File: src/rtl/vm2002_gen.sv
// vm2002 vending controller core: supplier stock/cost table, coin collection with timeout,
// greedy coin-by-coin change. Define VM2002_AUTO_VEND_EN to vend as soon as credit covers cost.
module vm2002_gen #(
    parameter int NUM_ITEMS   = 7,
    parameter int ITEM_W      = 3,
    parameter int COUNT_W     = 4,
    parameter int AMT_W       = 8,
    parameter int TIMEOUT_CYC = 64
) (
    input  logic               clk,
    input  logic               hrst_n,
    input  logic               srst,
    input  logic               valid,
    input  logic [ITEM_W-1:0]  item,
    input  logic [COUNT_W-1:0] count,
    input  logic [AMT_W-1:0]   cost,
    input  logic [ITEM_W-1:0]  buttons,
    input  logic [1:0]         coins,
    input  logic               select,
    output logic [1:0]         status,
    output logic               insert_coins,
    output logic               start_timer,
    output logic               timeout,
    output logic               insufficient_amount,
    output logic               coin_reject,
    output logic [AMT_W-1:0]   amount,
    output logic [ITEM_W-1:0]  product,
    output logic               product_vld,
    output logic [AMT_W-1:0]   balance,
    output logic [1:0]         change_coin,
    output logic               change_done
);
    localparam int TMR_W = $clog2(TIMEOUT_CYC + 1);
    localparam logic [TMR_W-1:0] TMR_LOAD = TMR_W'(TIMEOUT_CYC);

    localparam logic [1:0] ST_NONE    = 2'd0;
    localparam logic [1:0] ST_AVAIL   = 2'd1;
    localparam logic [1:0] ST_OOS     = 2'd2;
    localparam logic [1:0] ST_INVALID = 2'd3;

    typedef enum logic [2:0] {S_IDLE, S_LOOKUP, S_COLLECT, S_VEND, S_CHANGE} state_t;

    state_t             state_q, state_d;
    logic [ITEM_W-1:0]  sel_q, sel_d;
    logic [TMR_W-1:0]   timer_q, timer_d;
    logic [AMT_W-1:0]   amount_q, amount_d;
    logic [AMT_W-1:0]   balance_q, balance_d;
    logic [1:0]         status_q, status_d;
    logic               timeout_q, timeout_d;
    logic               insuf_q, insuf_d;
    logic               reject_q, reject_d;

    logic [COUNT_W-1:0] count_arr [NUM_ITEMS];
    logic [AMT_W-1:0]   cost_arr  [NUM_ITEMS];
    logic [COUNT_W-1:0] sel_count;
    logic [AMT_W-1:0]   sel_cost;
    logic               wr_en;
    logic               coin_in;
    logic [AMT_W:0]     coin_sum;
    logic               coin_fits;
    logic [AMT_W-1:0]   amt_now;
    logic [1:0]         chg_coin;

    function automatic logic [AMT_W-1:0] coin_value(input logic [1:0] c);
        case (c)
            2'd1:    return AMT_W'(5);
            2'd2:    return AMT_W'(10);
            2'd3:    return AMT_W'(25);
            default: return '0;
        endcase
    endfunction

    assign wr_en = (state_q == S_IDLE) && valid && (item != '0) &&
                   (item <= ITEM_W'(NUM_ITEMS)) && ((cost % AMT_W'(5)) == '0);

    // One stock/cost register pair per product; written by the supplier, decremented on vend
    for (genvar gi = 0; gi < NUM_ITEMS; gi++) begin : g_item
        localparam logic [ITEM_W-1:0] IDX = ITEM_W'(gi + 1);
        logic [COUNT_W-1:0] cnt_q;
        logic [AMT_W-1:0]   cst_q;

        always_ff @(posedge clk or negedge hrst_n) begin
            if (!hrst_n) begin
                cnt_q <= '0;
                cst_q <= '0;
            end else if (wr_en && item == IDX) begin
                cnt_q <= count;
                cst_q <= cost;
            end else if (state_q == S_VEND && sel_q == IDX) begin
                cnt_q <= cnt_q - 1'b1;
            end
        end

        assign count_arr[gi] = cnt_q;
        assign cost_arr[gi]  = cst_q;
    end

    always_comb begin
        sel_count = '0;
        sel_cost  = '0;
        for (int i = 0; i < NUM_ITEMS; i++) begin
            if (sel_q == ITEM_W'(i + 1)) begin
                sel_count = count_arr[i];
                sel_cost  = cost_arr[i];
            end
        end
    end

    assign coin_in   = (coins != 2'd0);
    assign coin_sum  = {1'b0, amount_q} + {1'b0, coin_value(coins)};
    assign coin_fits = !coin_sum[AMT_W];
    assign amt_now   = (coin_in && coin_fits) ? coin_sum[AMT_W-1:0] : amount_q;

    always_comb begin
        chg_coin = 2'd0;
        if (state_q == S_CHANGE) begin
            if (balance_q >= AMT_W'(25))      chg_coin = 2'd3;
            else if (balance_q >= AMT_W'(10)) chg_coin = 2'd2;
            else if (balance_q >= AMT_W'(5))  chg_coin = 2'd1;
        end
    end

    always_comb begin
        state_d   = state_q;
        sel_d     = sel_q;
        timer_d   = timer_q;
        amount_d  = amount_q;
        balance_d = balance_q;
        status_d  = status_q;
        timeout_d = 1'b0;
        insuf_d   = 1'b0;
        reject_d  = coin_in;
        case (state_q)
            S_IDLE: begin
                status_d = ST_NONE;
                if (!srst && !valid && buttons != '0) begin
                    sel_d   = buttons;
                    state_d = S_LOOKUP;
                end
            end
            S_LOOKUP: begin
                state_d = S_IDLE;
                if (srst) begin
                    status_d = ST_NONE;
                end else if (sel_q > ITEM_W'(NUM_ITEMS)) begin
                    status_d = ST_INVALID;
                end else if (sel_count == '0) begin
                    status_d = ST_OOS;
                end else begin
                    status_d = ST_AVAIL;
                    timer_d  = TMR_LOAD;
                    state_d  = S_COLLECT;
                end
            end
            S_COLLECT: begin
                // A same-cycle coin is always banked; decisions use the registered amount
                reject_d = coin_in && !coin_fits;
                amount_d = amt_now;
                if (srst) begin
                    balance_d = amt_now;
                    amount_d  = '0;
                    timer_d   = '0;
                    state_d   = S_CHANGE;
                end else if (select && amount_q >= sel_cost) begin
                    timer_d = '0;
                    state_d = S_VEND;
                end else if (select) begin
                    insuf_d = 1'b1;
                    timer_d = TMR_LOAD;
`ifdef VM2002_AUTO_VEND_EN
                end else if (amount_q >= sel_cost) begin
                    timer_d = '0;
                    state_d = S_VEND;
`endif
                end else if (coin_in && coin_fits) begin
                    timer_d = TMR_LOAD;
                end else if (timer_q <= TMR_W'(1)) begin
                    timeout_d = 1'b1;
                    balance_d = amount_q;
                    amount_d  = '0;
                    timer_d   = '0;
                    state_d   = S_CHANGE;
                end else begin
                    timer_d = timer_q - 1'b1;
                end
            end
            S_VEND: begin
                balance_d = amount_q - sel_cost;
                amount_d  = '0;
                state_d   = S_CHANGE;
            end
            S_CHANGE: begin
                if (balance_q == '0) begin
                    status_d = ST_NONE;
                    state_d  = S_IDLE;
                end else begin
                    balance_d = balance_q - coin_value(chg_coin);
                end
            end
            default: state_d = S_IDLE;
        endcase
    end

    always_ff @(posedge clk or negedge hrst_n) begin
        if (!hrst_n) begin
            state_q   <= S_IDLE;
            sel_q     <= '0;
            timer_q   <= '0;
            amount_q  <= '0;
            balance_q <= '0;
            status_q  <= ST_NONE;
            timeout_q <= 1'b0;
            insuf_q   <= 1'b0;
            reject_q  <= 1'b0;
        end else begin
            state_q   <= state_d;
            sel_q     <= sel_d;
            timer_q   <= timer_d;
            amount_q  <= amount_d;
            balance_q <= balance_d;
            status_q  <= status_d;
            timeout_q <= timeout_d;
            insuf_q   <= insuf_d;
            reject_q  <= reject_d;
        end
    end

    assign status              = status_q;
    assign insert_coins        = (state_q == S_COLLECT);
    assign start_timer         = (state_q == S_COLLECT);
    assign timeout             = timeout_q;
    assign insufficient_amount = insuf_q;
    assign coin_reject         = reject_q;
    assign amount              = amount_q;
    assign product             = (state_q == S_VEND) ? sel_q : '0;
    assign product_vld         = (state_q == S_VEND);
    assign balance             = balance_q;
    assign change_coin         = chg_coin;
    assign change_done         = (state_q == S_CHANGE) && (balance_q == '0);
endmodule

File: config.mk
export PLATFORM = sky130hd
export DESIGN_NAME = vm2002_gen
export DESIGN_NICKNAME = d
export VERILOG_FILES = /design/src/rtl/vm2002_gen.sv
export SDC_FILE = /design/constraint.sdc
export NUM_CORES = 1
export LEC_CHECK = 0
export CORE_UTILIZATION = 45
export CTS_BUF_LIST = sky130_fd_sc_hd__clkbuf_4 sky130_fd_sc_hd__clkbuf_8
export CTS_CLUSTER_DIAMETER = 40
export DETAILED_ROUTE_END_ITERATION = 8
export PLACE_DENSITY = 0.65
export SYNTH_ARGS = -nofsm -noshare
export SYNTH_HDL_FRONTEND = slang
export SYNTH_SLANG_ARGS = --single-unit
File: constraint.sdc
create_clock -name clk -period 3.93 [get_ports clk]
set_clock_uncertainty 0.2 [all_clocks]
set_input_delay 0.786 -clock clk [delete_from_list [all_inputs] [get_ports clk]]
set_output_delay 0.786 -clock clk [all_outputs]
set_load 0.05 [all_outputs]
==> run_results.csv <==
group,metric,value,unit
run_status,status,"complete, but fails checks",
run_status,violations,"negative setup slack",
die,die_h,133,um
global_routing,overflow,0,
yosys,synth_most_common_cell,"dfrtp_1",
final_layout,seq_area,2960,um^2
yosys,syn_nets,831,
detailed_routing,dr.first_iter.drc_count,404,
run,drv_cap,0,
cts,clock_path_buffers,2,
sta,slew_headroom,56.0,%
placement,gp_congestion,0.861,
detailed_routing,drc,0,
placement,place_ws,-1.16,ns
yosys,synth_top_cell_by_area,"dfrtp_1",
yosys,yosys-top-cells-area,"dfrtp_1, mux2_2, ha_1, xnor2_1, nand2_1",
die,rows,47,
global_routing,grt_pass1_wl,34.0,mm
worst_setup_path,crit_fanout,6,
placement,hpwlAfterDp,14.6,mm
final_layout,final_cell_count_no_fill,1133,
cts,htreeDepth,4,
pwr,ir_drop,472,uV
final_layout,area_growth,30.1,%
global_routing,grt_max_degree,119,
cts,cts_root_buf,"clkbuf_8",
cts,cts_hold_buf,0,
pwr,power_density,691,nW/um^2
final_layout,multiInputGateArea,4780,um^2
yosys,synthCells,774,
cts,clkLatencyLatePin,0.44,ns
yosys,ys.flop_type,"dfrtp_1",
final_layout,n_fill_cell,1373,
worst_setup_path,crit_chain,"buf_8 > buf_6 > buf_4 > nand2b_1 > nor3_1 > a221o_1 > a221oi_2 > buf_4 > buf_4 > buf_4 > buf_4 > buf_4 > buf_4 > buf_4 > ha_1 > xnor2_1 > nor3_4 > o2111ai_4 > buf_6 > nor4b_4 > buf_6 > mux2_4",
yosys,syn-cell-area,7670,um^2
cts,cts_tree,"built",
yosys,synth_top_area_share,38.5,%
worst_setup_path,cp.arrival,4.42,ns
placement,placed_area,8850,um^2
worst_setup_path,end_kind,"register",
worst_setup_path,cp-start-kind,"input pin",
yosys,synth-seq-area-share,38.5,%
pwr,p_leak,4.47,nW
final_layout,design_area,9970,um^2
worst_setup_path,cpMaxStageDelayCell,"nor4b_4",
global_routing,track_usage,24.7,%
detailed_routing,vias,6489,
worst_setup_path,worstSetupPathType,"input pin to register",
sta,hold_viol,0,
die,initial_utilization,46.2,%
sta,rsz0062_at_grt,"yes",
die,die_w,133,um
worst_setup_path,cpPeakStageDelay,0.32,ns
sta,fin_crit_sh,109,%
detailed_routing,routed_wl,21.1,mm
worst_setup_path,cpMostUsedCell,"buf_4",
sta,max_freq,0.233,GHz
final_layout,drive_gt1_share,29.4,%
die,coreArea,16600,um^2
cts,cts_buffers,17,
detailed_routing,drtPass1Iterations,5,
yosys,synth_commonest_cells,"dfrtp_1, mux2_2, nand2_1",
worst_setup_path,cpLargestDelayFamily,"buffers and inverters",
sta,setup_viol,84,
sta,min_period,4.30,ns
die,ios,55,
yosys,ys.warnings.count,0,
cts,clk_pin_slew,0.07,ns
detailed_routing,wl_per_cell,18.6,um
global_routing,grt_pass1_vias,6605,
yosys,ys_seq_elements,118,
placement,port_buffers,54,
global_routing,grt_antenna_before_repair,0,
die,die_area,17600,um^2
yosys,syn_area_per_cell,9.90,um^2
sta,finalMaxSlewViolations,0,
worst_hold_path,min_path_type,"input pin to async pin",
yosys,yosysUniqueCellTypes,75,
sta,worst_slack,-0.367,ns
detailed_routing,routed_via_density,5.73,
cts,cts.sinks,118,
sta,hold_ws,0.188,ns
final_layout,final_nets,957,
yosys,synth_edf_count,0,
worst_setup_path,cp.required,4.05,ns
final_layout,n_antenna_cell,0,
worst_setup_path,cp_num_buf_inv,12,
yosys,async_flop_share,100,%
sta,tns,-25.66,ns
detailed_routing,ant_nets,0,
placement,dp_cells,1077,
sta,worstMarginPinSlew,0.660,ns
## final timing paths
| path | from | end | slack [ns] | cells past startpoint |
|---|---|---|---|---|
| min in group clk | status[0] | status[0] | 0.30 | 2 |
| hold / removal | hrst_n | amount[2] | 0.19 | 2 |
| hold reg to reg | status[0] | status[0] | 0.30 | 2 |
| setup reg to reg | sel_q[1] | timer_q[6] | 0.27 | 14 |
| max in group asynchronous | hrst_n | sel_q[1] | 2.79 | 2 |
| setup / recovery | cost[4] | g_item[5].cst_q[5] | -0.37 | 22 |
## layout make-up
type,instances,area share (%)
clock inverter,13,1.81
multi-input combinational,576,47.9
sequential,118,29.6
tap,220,2.76
timing repair buffer,149,13.9
clock buffer,19,2.56
inverter,38,1.43
## cell families after synthesis
kind of cell | Yosys count | synth area share [%]
AO/OA/AOI/OAI | 173 | 15.3
XOR/XNOR | 41 | 4.78
adder cells (fa/ha/maj) | 32 | 5.52
buffers and inverters | 80 | 4.55
flip-flops | 118 | 38.5
multiplexers | 112 | 16.8
AND/OR/NAND/NOR | 218 | 14.5
## cells in the final DEF, fill, tap and decap left out, types with 10 or more instances in the layout
| cell | netlist | layout |
|---|---|---|
| a21oi_1 | 43 | 41 |
| buf_6 | 2 | 26 |
| ha_1 | 29 | 28 |
| nand2_1 | 65 | 64 |
| nor3_1 | 22 | 21 |
| xnor2_1 | 34 | 34 |
| a21o_1 | 10 | 10 |
| nor2_1 | 53 | 52 |
| inv_1 | 37 | 35 |
| dfrtp_1 | 118 | 116 |
| mux2i_1 | 15 | 14 |
| nand3_1 | 10 | 10 |
| o21ai_0 | 37 | 37 |
| clkdlybuf4s50_1 | 0 | 47 |
| buf_4 | 4 | 69 |
| mux2_4 | 10 | 80 |
| clkbuf_8 | 0 | 18 |
| mux2_2 | 85 | 16 |
## power by group
| group | switching [mW] | total [mW] | internal, mW | leakage (nW) |
|---|---|---|---|---|
| sequential | 0.401 | 2.04 | 1.64 | 1.56 |
| combinational | 1.89 | 3.64 | 1.75 | 2.69 |
| clock | 0.506 | 1.22 | 0.711 | 0.215 |
## worst reg2reg max path, cell delays in order (launching register included)
cell and delay (ns):
dfrtp_2 0.50, mux2i_1 0.18, o21ai_0 0.24, a221o_1 0.26, ha_1 0.17, inv_1 0.05, fa_1 0.40, a21o_1 0.18
a21oi_1 0.19, nor2b_1 0.07, o21a_1 0.20, o311ai_1 0.27, nand2_1 0.17, a221o_1 0.38, a22oi_1 0.14
## per-layer routing
metal	GRT usage (%)	wire, um	up-vias
met5	0	0	-
met4	8.30	393	0
met3	4.60	988	24
met2	42.1	10500	181
met1	31.4	9150	3236
li1	-	-	3048
## per-stage QoR
step / power [mW] / util, %
after floorplan: 4.35 / -
after global routing: 7.35 / 60.1
after CTS: 6.79 / 58.9
after global placement: 5.26 / 53.4
after detailed placement: 5.39 / 53.4
final: 6.89 / 60.1
## state kept, by name, summed over array words and instances, names as in the netlist
signal / flops
amount: 8
balance: 8
coin_reject: 1
g_item.cnt_q: 28
g_item.cst_q: 56
insufficient_amount: 1
sel_q: 3
state_q: 3
status: 2
timeout: 1
timer_q: 7
## what timing repair did
item,4_1_cts,5_1_grt
pin swaps,16,18
gates resized for setup,112,49
setup endpoints to repair,85,85
gates cloned,3,1
buffers inserted,18,5
Power figures use the tool's default switching activity.
